===== config.mk =====
export PLATFORM = sky130hd
export DESIGN_NAME = latch_write_sched
export DESIGN_NICKNAME = d
export VERILOG_FILES = /design/src/rtl/latch_write_sched.sv
export SDC_FILE = /design/constraint.sdc
export NUM_CORES = 1
export LEC_CHECK = 0
export CAP_MARGIN = 30
export CORE_MARGIN = 3
export CORE_UTILIZATION = 45
export DETAILED_ROUTE_END_ITERATION = 6
export GPL_TIMING_DRIVEN = 0
export PLACE_DENSITY = 0.79
export SLEW_MARGIN = 40
export SYNTH_ARGS = -nofsm -noshare
export SYNTH_HDL_FRONTEND = slang
export SYNTH_SLANG_ARGS = --single-unit

===== constraint.sdc =====
create_clock -name i_clk -period 2.85 [get_ports i_clk]
set_clock_uncertainty 0.1 [all_clocks]
set_input_delay 0.4275 -clock i_clk [delete_from_list [all_inputs] [get_ports i_clk]]
set_output_delay 0.4275 -clock i_clk [all_outputs]
set_load 0.005 [all_outputs]

===== src/rtl/latch_write_sched.sv =====
// latch_write_sched: shares one external level-sensitive latch bank between
// NREQ requesters. Each write is framed as SETUP -> PULSE -> HOLD so latch data
// is stable around the transparent window. Bank clears run as a one-cycle
// latch_rst pulse and take priority over pending writes. Every output is a
// flop loaded from the next-state decode, so no input reaches an output
// combinationally.
module latch_write_sched #(
  parameter int NREQ      = 4,
  parameter int WIDTH     = 8,
  parameter int EN_CYCLES = 2
) (
  input  logic                  i_clk,
  input  logic                  i_rst_n,
  input  logic [NREQ-1:0]       i_req,
  input  logic [NREQ*WIDTH-1:0] i_wdata,
  input  logic                  i_clr,
  output logic                  o_latch_en,
  output logic                  o_latch_rst,
  output logic [WIDTH-1:0]      o_latch_d,
  output logic [NREQ-1:0]       o_gnt,
  output logic [NREQ-1:0]       o_done,
  output logic                  o_busy
);

  localparam int IW = (NREQ > 1) ? $clog2(NREQ) : 1;
  localparam int CW = $clog2(EN_CYCLES + 1);

  typedef enum logic [2:0] {
    ST_IDLE  = 3'd0,
    ST_CLEAR = 3'd1,
    ST_SETUP = 3'd2,
    ST_PULSE = 3'd3,
    ST_HOLD  = 3'd4
  } state_t;

  state_t            r_state;
  state_t            w_state_nxt;
  logic [IW-1:0]     r_ptr;
  logic [IW-1:0]     r_win;
  logic [CW-1:0]     r_cnt;
  logic              r_clr_pend;

  logic [WIDTH-1:0]  w_wdata_arr [NREQ];
  logic              w_found;
  logic [IW-1:0]     w_win_idx;
  logic [WIDTH-1:0]  w_win_data;
  logic [IW:0]       w_sum;
  logic [IW-1:0]     w_ptr_nxt;
  logic              w_clr_req;
  logic              w_start;
  logic              w_enter_clr;
  logic [IW-1:0]     w_sel;
  logic [NREQ-1:0]   w_onehot;
  logic              w_en_nxt;
  logic              w_rst_nxt;
  logic              w_busy_nxt;
  logic [NREQ-1:0]   w_gnt_nxt;
  logic [NREQ-1:0]   w_done_nxt;

  // Split the flat write-data bus into one slice per requester.
  for (genvar g = 0; g < NREQ; g++) begin : g_slice
    assign w_wdata_arr[g] = i_wdata[g*WIDTH +: WIDTH];
  end

  // A clear pulse seen this cycle counts as pending right away.
  assign w_clr_req = r_clr_pend | i_clr;

  // Round-robin search: first active request at or after the pointer, with wrap.
  always_comb begin
    w_found    = 1'b0;
    w_win_idx  = '0;
    w_win_data = '0;
    w_sum      = '0;
    for (int k = 0; k < NREQ; k++) begin
      w_sum = {1'b0, r_ptr} + (IW+1)'(k);
      if (w_sum >= (IW+1)'(NREQ)) begin
        w_sum = w_sum - (IW+1)'(NREQ);
      end else begin
        w_sum = w_sum;
      end
      if (!w_found && i_req[w_sum[IW-1:0]]) begin
        w_found    = 1'b1;
        w_win_idx  = w_sum[IW-1:0];
        w_win_data = w_wdata_arr[w_sum[IW-1:0]];
      end else begin
        w_found = w_found;
      end
    end
    if (w_win_idx == IW'(NREQ - 1)) begin
      w_ptr_nxt = '0;
    end else begin
      w_ptr_nxt = w_win_idx + IW'(1);
    end
  end

  // Next-state decode and the next value of every registered output.
  always_comb begin
    w_state_nxt = r_state;
    w_start     = 1'b0;
    w_enter_clr = 1'b0;
    case (r_state)
      ST_IDLE: begin
        if (w_clr_req) begin
          w_state_nxt = ST_CLEAR;
          w_enter_clr = 1'b1;
        end else if (w_found) begin
          w_state_nxt = ST_SETUP;
          w_start     = 1'b1;
        end else begin
          w_state_nxt = ST_IDLE;
        end
      end
      ST_CLEAR: w_state_nxt = ST_IDLE;
      ST_SETUP: w_state_nxt = ST_PULSE;
      ST_PULSE: begin
        if (r_cnt <= CW'(1)) begin
          w_state_nxt = ST_HOLD;
        end else begin
          w_state_nxt = ST_PULSE;
        end
      end
      ST_HOLD:  w_state_nxt = ST_IDLE;
      default:  w_state_nxt = ST_IDLE;
    endcase

    // The winner is not registered yet in the cycle the write starts.
    if (w_start) begin
      w_sel = w_win_idx;
    end else begin
      w_sel = r_win;
    end
    w_onehot   = {{(NREQ-1){1'b0}}, 1'b1} << w_sel;
    w_en_nxt   = (w_state_nxt == ST_PULSE);
    w_rst_nxt  = (w_state_nxt == ST_CLEAR);
    w_busy_nxt = (w_state_nxt != ST_IDLE);
    if ((w_state_nxt == ST_SETUP) || (w_state_nxt == ST_PULSE) ||
        (w_state_nxt == ST_HOLD)) begin
      w_gnt_nxt = w_onehot;
    end else begin
      w_gnt_nxt = '0;
    end
    if (w_state_nxt == ST_HOLD) begin
      w_done_nxt = w_onehot;
    end else begin
      w_done_nxt = '0;
    end
  end

  // State register.
  always_ff @(posedge i_clk or negedge i_rst_n) begin
    if (!i_rst_n) begin
      r_state <= ST_IDLE;
    end else begin
      r_state <= w_state_nxt;
    end
  end

  // Winner, pointer, pulse-width counter and sticky clear flag.
  always_ff @(posedge i_clk or negedge i_rst_n) begin
    if (!i_rst_n) begin
      r_ptr      <= '0;
      r_win      <= '0;
      r_cnt      <= '0;
      r_clr_pend <= 1'b0;
    end else begin
      if (w_start) begin
        r_win <= w_win_idx;
        r_ptr <= w_ptr_nxt;
      end else begin
        r_win <= r_win;
        r_ptr <= r_ptr;
      end
      if (r_state == ST_SETUP) begin
        r_cnt <= CW'(EN_CYCLES);
      end else if (r_state == ST_PULSE) begin
        r_cnt <= r_cnt - CW'(1);
      end else begin
        r_cnt <= r_cnt;
      end
      if (w_enter_clr) begin
        r_clr_pend <= 1'b0;
      end else begin
        r_clr_pend <= w_clr_req;
      end
    end
  end

  // Registered latch-bank and requester-facing outputs.
  always_ff @(posedge i_clk or negedge i_rst_n) begin
    if (!i_rst_n) begin
      o_latch_en  <= 1'b0;
      o_latch_rst <= 1'b0;
      o_latch_d   <= '0;
      o_gnt       <= '0;
      o_done      <= '0;
      o_busy      <= 1'b0;
    end else begin
      o_latch_en  <= w_en_nxt;
      o_latch_rst <= w_rst_nxt;
      o_gnt       <= w_gnt_nxt;
      o_done      <= w_done_nxt;
      o_busy      <= w_busy_nxt;
      if (w_start) begin
        o_latch_d <= w_win_data;
      end else begin
        o_latch_d <= o_latch_d;
      end
    end
  end

endmodule


==> results of run 1 <==
## routing by layer
layer / share of wire (%) / vias to the layer above / routed length [um] / GRT usage, %
met5: 0 / - / 0 / 0
met4: 1.5 / 0 / 95 / 6.818
met3: 6.0 / 9 / 371 / 3.555
met2: 50 / 73 / 3062 / 35.74
met1: 43 / 1068 / 2614 / 26.21
li1: - / 996 / - / -
## worst register-to-register path, cell delays in order, from the launching register on
cell and delay, ns:
dfrtp_1 0.33, buf_2 0.19, buf_2 0.36, buf_1 0.53
o311a_1 0.53, o31ai_1 0.14, o21ai_1 0.16, a21oi_1 0.08
## worst max path at each step
stage	startpoint	to	slack, ns
6_report	i_req[2]	o_latch_d[3]	0.29
5_1_grt	r_ptr[0]	o_latch_d[6]	0.16
4_1_cts	i_req[2]	o_latch_d[6]	0.29
3_5_place_dp	i_req[2]	o_latch_d[6]	-0.003
3_3_place_gp	i_req[2]	o_latch_d[3]	-0.01
2_1_floorplan	i_clr	o_done[2]	0.79
## report_power, final
part | total (mW) | internal [mW] | leakage (nW) | switching (mW)
sequential | 0.652 | 0.574 | 0.358 | 0.0781
clock | 0.510 | 0.347 | 0.0681 | 0.163
combinational | 1.81 | 0.918 | 0.881 | 0.888
total | 2.97 | 1.84 | 1.31 | 1.13
## layout by cell type, fill, tap and decap left out, types with 9 or more instances in the layout
cell type / Yosys / layout
a21oi_1: 19 / 19
a22oi_1: 9 / 9
buf_2: 8 / 9
clkdlybuf4s50_1: 0 / 55
dfrtp_1: 29 / 29
inv_1: 12 / 12
mux2i_1: 17 / 17
mux4_2: 25 / 25
nand2_1: 16 / 16
nor2_1: 23 / 23
o31ai_1: 9 / 9
## per-stage QoR
step | utilization (%) | worst slack, ns | cell area [sq um]
finish | 64.13 | 0.2889 | 3149
global route | 64.13 | 0.1558 | 3149
CTS | 64.13 | 0.2901 | 3149
detailed placement | 61.40 | -0.002573 | 3015
global placement | 61.50 | -0.009660 | 3020
floorplan | - | 0.7861 | 2376
## logic make-up after synthesis
family	Yosys count	share of synthesized area (%)
fa+ha+maj	1	0.5265
mux	42	30.86
xor+xnor	1	0.3687
simple gates	66	13.80
flops	29	30.54
buf+inv	32	6.266
compound gates	59	17.64
## layout make-up
cell class                      count  area [sq um]  share of cell area [%]
Clock buffer                        5         68.82                   2.185
Clock inverter                      3         65.06                   2.066
Sequential cell                    29         725.7                   23.04
Tap cell                           67         83.83                   2.662
Timing Repair Buffer               56         555.5                   17.64
Inverter                           13         48.80                   1.549
Buffer                             19         100.1                   3.178
Multi-Input combinational cell    169          1501                   47.68
## sequential cells by signal, summed over array words and instances (netlist names)
| signal | cells |
|---|---|
| o_busy | 1 |
| o_done | 4 |
| o_gnt | 4 |
| o_latch_d | 8 |
| o_latch_en | 1 |
| o_latch_rst | 1 |
| r_clr_pend | 1 |
| r_cnt | 2 |
| r_ptr | 2 |
| r_state | 3 |
| r_win | 2 |
==> key figures, run 1 <==
Cells and area
  – N_diodes: 0
  – Syn-to-layout area delta: 32.54%
  – Final cell count without fillers: 361
  – Fillers: 411
  – Nets: 333
  – Layout cells sized above 1: 19.05%

Synthesis
  – Sequential cell area fraction in the yosys report: 30.54%
  – Commonest cells in the netlist: dfrtp_1, mux4_2, nor2_1
  – Post-synth top area cell: dfrtp_1
  – Synthesized cell area: 0.002376 sq mm
  – Number of flops mapped to enable cells by yosys: 0
  – Yosys reg bits: 29
  – Number of distinct library cells after synthesis: 42
  – Synthesized Nets: 270
  – Synth top area share: 30.54%
  – Syn Inst Count: 230
  – Most common cell in the netlist: dfrtp_1
  – Synthesis Warnings: 0
  – FFs w/ async S/R, synth: 100.0%
  – Mapped Avg Cell Area: 10.33 sq um
  – Most area-consuming cells after synthesis: dfrtp_1, mux4_2, mux2i_1, a21oi_1, nor2_1
  – Main synth FF type: dfrtp_1

Route
  – Vias: 2146
  – DR vias/cell: 5.945
  – WL/cell: 17.02 um
  – WL final: 6144 um
  – Pre-Repair DR Iteration Count: 4
  – 1st-iter DRT viols: 67
  – Final ANT Viol Nets: 0
  – Drc violations: 0

Placement
  – DP HPWL: 4461 um
  – RePlAce Congestion: 0.8341
  – PortBufs: 56
  – Dpl cells: 353

Power and ir drop
  – Leak pwr: 1.307 nW
  – IR Drop Worst-Case VDD: 0.5803 mV
  – PwrDens: 942.3 mW/mm^2
  – Design Power: 2.968 mW

CTS
  – Longest Clk Path Bufs: 2
  – Clk_lat worst skew: 0.29 ns
  – Clock Sinks: 29
  – Number of post-CTS setup repair buffers: 0
  – Total CTS buffers: 5
  – Clk slew on worst S/H paths: 0.06 ns
  – CTS Root Cell: clkbuf_8
  – CTS tree: yes
  – CTS Hold Bufs: 0
  – H-tree Lvls: 2
  – Post-CTS Resized: 0

STA
  – Period Utilization, post-route: 89.86%
  – Final Max Slew Viols: 0
  – Hold slack: 0.05589 ns
  – RSZ-0062 raised after global routing: no
  – Fin crit period: 2.561 ns
  – Setup TNS: 0 ns
  – Relative slew margins: 49.17%
  – Hold Violations, Final: 0
  – Worst Max-Slew Pin Slew: 0.7625 ns
  – Peak Freq: 390.5 MHz
  – Setup Viol. Count Final: 0

Critical path
  – CP Data Required Time: 2.97 ns
  – Delay-heaviest family, CP: compound AO/OA/AOI/OAI gates
  – Crit. End Element: flip-flop
  – Critical Path AT: 2.68 ns
  – CP Class: in -> reg
  – Worst-path cell chain: clkdlybuf4s50_1, buf_2, or3b_1, a211oi_2, or2_1, buf_4, o21ai_1, a21oi_1
  – CP max stage delay: 0.63 ns
  – Worst Path Max Fanout: 10
  – CP max-delay cell: a211oi_2
  – Crit path buffers/inverters: 3
  – Reg-to-Reg Start: r_ptr[1]
  – Worst path depth: 8
  – CP Launch Type: input pin
  – Register-to-register setup slack: 0.31 ns
  – Reg2reg path depth: 7
  – Crit Reg-Reg Endpoint: o_latch_d[3]

GRT
  – Vias in the first global route: 2059
  – GRT Resource Usage Total: 20.69%
  – First-pass GRT wire length: 9949 um
  – Largest net degree at the start of global routing: 30
  – Grt ovf: 0
  – Initial antenna violation count: 0

Run status
  – Status: complete, no violations

Die
  – Die H: 78.67 um
  – Initial Util: 48.38%
  – Die Wd: 78.67 um
  – Io pins: 58
  – Core ar.: 0.004911 sq mm
  – Row count: 25
  – Die Area: 0.006188 sq mm

Run
  – Max-Cap Viols: 0

Worst hold path
  – Worst Hold Class: in -> async
(Power assumes the default switching activity.)
==> run 2, diff against run 1 <==
- ABC_AREA: not set -> 1
- CTS_BUF_LIST: not set -> sky130_fd_sc_hd__clkbuf_4 sky130_fd_sc_hd__clkbuf_8 sky130_fd_sc_hd__clkbuf_16
==> run 2 against run 1 <==
Effect of this change: register-to-register slack gained 0.35 ns; sequential share of layout area increased by 0.84 points; wire length rose by 3.2%; critical path depth unchanged; final cell count is 39% higher; first-iteration DRC count increased to 3.3 times the previous value; non-clock buffer count is 1 lower; utilization is 1.1 points lower; via count is 19% higher; synthesized cell count grew 61%; critical endpoint is now o_latch_d[5].
==> key figures, run 2 <==
Run status
  – Status: complete, no violations

Critical path
  – Crit path buffers/inverters: 3
  – Delay-heaviest family, CP: buffers and inverters
  – Worst-path cell chain: inv_2, buf_2, buf_1, nor2_1, o21ai_0, nand2_1, a21oi_1, a21oi_1
  – CP max stage delay: 0.57 ns
  – CP max-delay cell: buf_1
  – Critical Path AT: 2.24 ns
  – Crit. End Element: flip-flop
  – CP Launch Type: flip-flop
  – CP Class: reg -> reg
  – Most frequent CP cell: a21oi_1
  – CP Data Required Time: 2.90 ns
  – Worst Path Max Fanout: 10

Placement
  – RePlAce Congestion: 0.8938
  – PortBufs: 57
  – DP HPWL: 4765 um
  – Dpl cells: 494
  – Placement Cell Area: 0.002948 sq mm

Cells and area
  – Top reg by flops: o_latch_d
  – Largest regs: o_latch_d: 8 flops, o_done: 4 flops, o_gnt: 4 flops
  – N_diodes: 0
  – Design area: 0.003038 sq mm
  – Commonest non-fill, non-tap cell in the layout: nand2_1
  – Final cell count without fillers: 501
  – Nets: 474
  – Layout cells sized above 1: 8.525%
  – Syn-to-layout area delta: 32.17%
  – Largest register FFs: 8
  – Most frequent cells in the layout: nand2_1, clkdlybuf4s50_1, o21ai_0

Route
  – Drc violations: 0
  – Pre-Repair DR Iteration Count: 5
  – 1st-iter DRT viols: 222
  – Final ANT Viol Nets: 0
  – WL/cell: 12.65 um
  – Vias: 2552
  – WL final: 6338 um
  – DR vias/cell: 5.094

Synthesis
  – Synthesis Warnings: 0
  – Post-synth top area cell: dfrtp_1
  – Sequential cell area fraction in the yosys report: 31.57%
  – Number of flops mapped to enable cells by yosys: 0
  – Syn Inst Count: 370
  – Synthesized cell area: 0.002298 sq mm
  – Most common cell in the netlist: nand2_1
  – Main synth FF type: dfrtp_1
  – Most area-consuming cells after synthesis: dfrtp_1, nand2_1, o21ai_0, nor2_1, a21oi_1
  – Yosys reg bits: 29
  – Commonest cells in the netlist: nand2_1, o21ai_0, nor2_1
  – Mapped Avg Cell Area: 6.212 sq um
  – Synth top area share: 31.57%
  – Number of distinct library cells after synthesis: 26
  – Synthesized Nets: 410
  – FFs w/ async S/R, synth: 100.0%

Die
  – Core ar.: 0.004817 sq mm
  – Die H: 77.47 um
  – Row count: 25
  – Die Wd: 77.47 um
  – Initial Util: 47.71%
  – Die Area: 0.006002 sq mm
  – Io pins: 58

GRT
  – Vias in the first global route: 2301
  – First-pass GRT wire length: 10270 um
  – Largest net degree at the start of global routing: 30
  – GRT Resource Usage Total: 20.73%
  – Grt ovf: 0
  – Initial antenna violation count: 0

STA
  – Fin crit period: 2.187 ns
  – Period Utilization, post-route: 76.75%
  – Peak Freq: 457.2 MHz
  – Hold Violations, Final: 0
  – Final Max Slew Viols: 0
  – Worst Max-Slew Pin Slew: 0.7002 ns
  – Setup TNS: 0 ns
  – Relative slew margins: 53.32%
  – Setup Viol. Count Final: 0
  – RSZ-0062 raised after global routing: no
  – Hold slack: 0.06083 ns

CTS
  – Post-CTS Resized: 0
  – H-tree Lvls: 2
  – Clk_lat worst skew: 0.28 ns
  – CTS Hold Bufs: 0
  – CTS Root Cell: clkbuf_8
  – Clock Sinks: 29
  – Clk slew on worst S/H paths: 0.06 ns
  – CTS tree: yes
  – Total CTS buffers: 5
  – Longest Clk Path Bufs: 2
  – Number of post-CTS setup repair buffers: 0

Power and ir drop
  – IR Drop Worst-Case VDD: 0.7070 mV
  – PwrDens: 1108 mW/mm^2
  – Leak pwr: 1.528 nW

Worst hold path
  – Worst Hold Class: in -> async

Run
  – Max-Cap Viols: 0
## run 2: cell types whose count changed after synthesis, sizes merged, moves of 7 or more
| cell | change |
|---|---|
| o21ai | +48 |
| a22oi | -9 |
| nor2 | +24 |
| nand3 | +7 |
| a21oi | +7 |
| nand2 | +115 |
| mux4 | -25 |
| o31ai | -10 |
| mux2i | -9 |
| inv | +24 |
| nand2b | -8 |
## run 2: area by class of cell
class | instances | area (sq um)
buffer | 17 | 96.34
clock buffer | 7 | 90.09
fill | 456 | 1779
inverter | 38 | 146.4
multi-input combinational | 286 | 1330
sequential | 29 | 725.7
tap | 67 | 83.83
timing repair buffer | 57 | 565.5
## run 2: where the power goes
group	leakage [nW]	switching [mW]	total, mW	internal, mW
Clock	0.0477	0.141	0.341	0.200
Combinational	1.12	1.47	2.35	0.879
Sequential	0.358	0.0952	0.672	0.577
## run 2: worst paths after layout
kind	start	cells past startpoint	slack, ns	endpoint
max in group asynchronous	i_rst_n	1	2.18	r_win[1]
setup / recovery	r_ptr[1]	8	0.66	o_latch_d[5]
hold reg to reg	r_state[0]	1	0.39	o_latch_en
hold / removal	i_rst_n	1	0.06	o_latch_d[6]
min in group i_clk	r_state[0]	1	0.39	o_latch_en
setup reg to reg	r_ptr[1]	8	0.66	o_latch_d[5]
## run 2: logic make-up (layout without fill, tap and decap cells)
group / after synthesis / count (layout) / share of synthesized area, %
simple gates: 191 / 191 / 35.11
buf+inv: 55 / 119 / 10.56
compound gates: 86 / 86 / 18.73
flops: 29 / 29 / 31.57
fa+ha+maj: 1 / 1 / 0.5443
mux: 8 / 8 / 3.484
## run 2: per-layer routing
layer  global-route usage, %  share of wire (%)
met5                       0                  0
met4                   3.559               0.96
met3                   4.176                6.5
met2                   35.06                 47
met1                   27.79                 46
## run 2: stage by stage
step | util [%] | power (mW) | setup WS (ns)
2_1_floorplan | - | 2.290 | 1.077
3_3_place_gp | 61.30 | 2.953 | 0.5152
3_5_place_dp | 61.19 | 2.993 | 0.4978
4_1_cts | 63.06 | 3.349 | 0.6995
5_1_grt | 63.06 | 3.677 | 0.4354
6_report | 63.06 | 3.365 | 0.6626
## run 2: worst reg2reg max path: stages (launching register included)
cell and delay [ns]:
dfrtp_1 0.44, inv_2 0.11, buf_2 0.23, buf_1 0.57, nor2_1 0.10, o21ai_0 0.19, nand2_1 0.07, a21oi_1 0.15
a21oi_1 0.10
==> run 3, diff against run 2 <==
- PLACE_DENSITY: 0.79 -> 0.82
- clock period: 2.85 -> 1.8 ns (I/O delays scaled with it)
==> run 3 against run 2 <==
Effect of this change: utilization grew 5.8 points; largest cell class unchanged; largest power group unchanged; fmax grew 16%; total power grew 82%; the run now ends with negative setup slack left; die area is the same; worst hold slack gained 0.35 ns.
==> key figures, run 3 (same netlist as run 2, synthesis figures left out) <==
STA
  – Hold Violations, Final: 0
  – Worst Max-Slew Pin Slew: 0.6187 ns
  – Hold slack: 0.4095 ns
  – Final Max Slew Viols: 0
  – PnR worst setup slack: -0.08289 ns
  – Setup TNS: -1.152 ns
  – Peak Freq: 531.1 MHz
  – Fin crit period: 1.883 ns
  – Relative slew margins: 58.75%
  – RSZ-0062 raised after global routing: yes
  – Setup Viol. Count Final: 19
  – Period Utilization, post-route: 104.6%

CTS
  – CTS Root Cell: clkbuf_8
  – Clk slew on worst S/H paths: 0.06 ns
  – Longest Clk Path Bufs: 2
  – H-tree Lvls: 2
  – Clk_lat worst skew: 0.27 ns
  – CTS tree: yes
  – Total CTS buffers: 5
  – Clock Sinks: 29

Route
  – WL final: 6686 um
  – Vias: 2712
  – Drc violations: 0
  – Final ANT Viol Nets: 0
  – DR vias/cell: 5.318
  – 1st-iter DRT viols: 278
  – WL/cell: 13.11 um
  – Pre-Repair DR Iteration Count: 7

Power and ir drop
  – Leak pwr: 1.621 nW
  – PwrDens: 1842 mW/mm^2
  – IR Drop Worst-Case VDD: 1.259 mV

Run status
  – Status: finished, violations left
  – Failing checks: negative setup slack

Cells and area
  – N_diodes: 0
  – Layout cells sized above 1: 18.96%
  – FF/Latch Area: 728.2 sq um
  – Top reg by flops: o_latch_d
  – Nets: 483
  – Fillers: 405
  – Final cell count without fillers: 510
  – Util after Layout: 68.86%
  – Most frequent cells in the layout: nand2_1, clkdlybuf4s50_1, o21ai_0
  – Largest register FFs: 8
  – Largest regs: o_latch_d: 8 flops, o_done: 4 flops, o_gnt: 4 flops
  – Multi-input logic area: 0.001464 sq mm
  – Commonest non-fill, non-tap cell in the layout: nand2_1
  – Syn-to-layout area delta: 44.31%

Critical path
  – CP Class: reg -> reg
  – Critical Path AT: 1.94 ns
  – Worst Path Max Fanout: 10
  – CP Launch Type: flip-flop
  – CP Data Required Time: 1.86 ns
  – Reg-to-Reg Start: r_ptr[0]
  – Crit. End Element: flip-flop
  – Worst setup path startpoint: r_ptr[0]

GRT
  – Initial antenna violation count: 0
  – GRT Resource Usage Total: 21.93%
  – Largest net degree at the start of global routing: 30
  – Vias in the first global route: 2422
  – Grt ovf: 0
  – First-pass GRT wire length: 10810 um

Run
  – Max-Cap Viols: 0

Die
  – Initial Util: 47.71%
  – Die Area: 0.006002 sq mm
  – Die H: 77.47 um
  – Die Wd: 77.47 um
  – Io pins: 58
  – Core ar.: 0.004817 sq mm
  – Row count: 25

Placement
  – DP HPWL: 4741 um
  – PortBufs: 57
  – RePlAce Congestion: 0.9148
  – Place WS: -0.4561 ns
  – Dpl cells: 494

Worst hold path
  – Worst Hold Class: reg -> reg
  – Min-delay src: r_state[0]
run 3: metal layers:
metal  wire length, um  share of wire [%]  global-route usage (%)  vias up
li1                  -                  -                       -     1324
met1              2748                 41                   28.07     1246
met2              3349                 50                   38.00      120
met3               454                6.8                   3.944       22
met4               133                2.0                   5.872        0
met5                 0                  0                       0        -
run 3: critical path, cell delays in order, from the launching register on:
cell	delay (ns)
dfrtp_2	0.44
clkinv_4	0.13
nand2_4	0.07
nand2_2	0.06
buf_6	0.13
nand2_1	0.07
inv_2	0.05
nor2_4	0.10
nand3_2	0.11
nand2_4	0.14
inv_6	0.06
buf_8	0.13
nor2_1	0.10
a21oi_1	0.05
run 3: stage by stage:
| step | power [mW] | instance area (sq um) |
|---|---|---|
| floorplan | 3.626 | 2298 |
| global placement | 4.640 | 2953 |
| detailed placement | 4.714 | 2948 |
| CTS | 5.816 | 3237 |
| global route | 6.583 | 3317 |
| finish | 6.108 | 3317 |
run 3: report_power, final:
group	internal (mW)	leakage, nW	switching, mW
Sequential	0.918	0.356	0.170
Combinational	1.83	1.22	2.66
Clock	0.317	0.0477	0.213
Total	3.07	1.62	3.04
run 3: what timing repair did:
action | CTS | global route
resized for setup | 59 | 24
pin swaps | 16 | 14
hold buffers | 1 | 0
cloned | 1 | 1
endpoints found under the hold margin | 29 | 0
endpoints found under the setup margin | 21 | 21
buffers inserted | 5 | 1
run 3: final timing paths:
path	to	slack, ns	cells past startpoint
min in group asynchronous	r_state[2]	0.45	2
max	o_latch_d[2]	-0.08	13
max in group asynchronous	r_ptr[0]	0.71	2
min reg2reg	o_latch_en	0.41	1
min	o_latch_en	0.41	1
max reg2reg	o_latch_d[2]	-0.08	13
run 3: cell type report:
cell class / count / share of cell area (%)
multi-input combinational: 286 / 44.13
buffer: 17 / 4.413
sequential: 29 / 21.95
clock buffer: 7 / 2.716
inverter: 38 / 4.753
timing repair buffer: 66 / 19.50
tap: 67 / 2.527
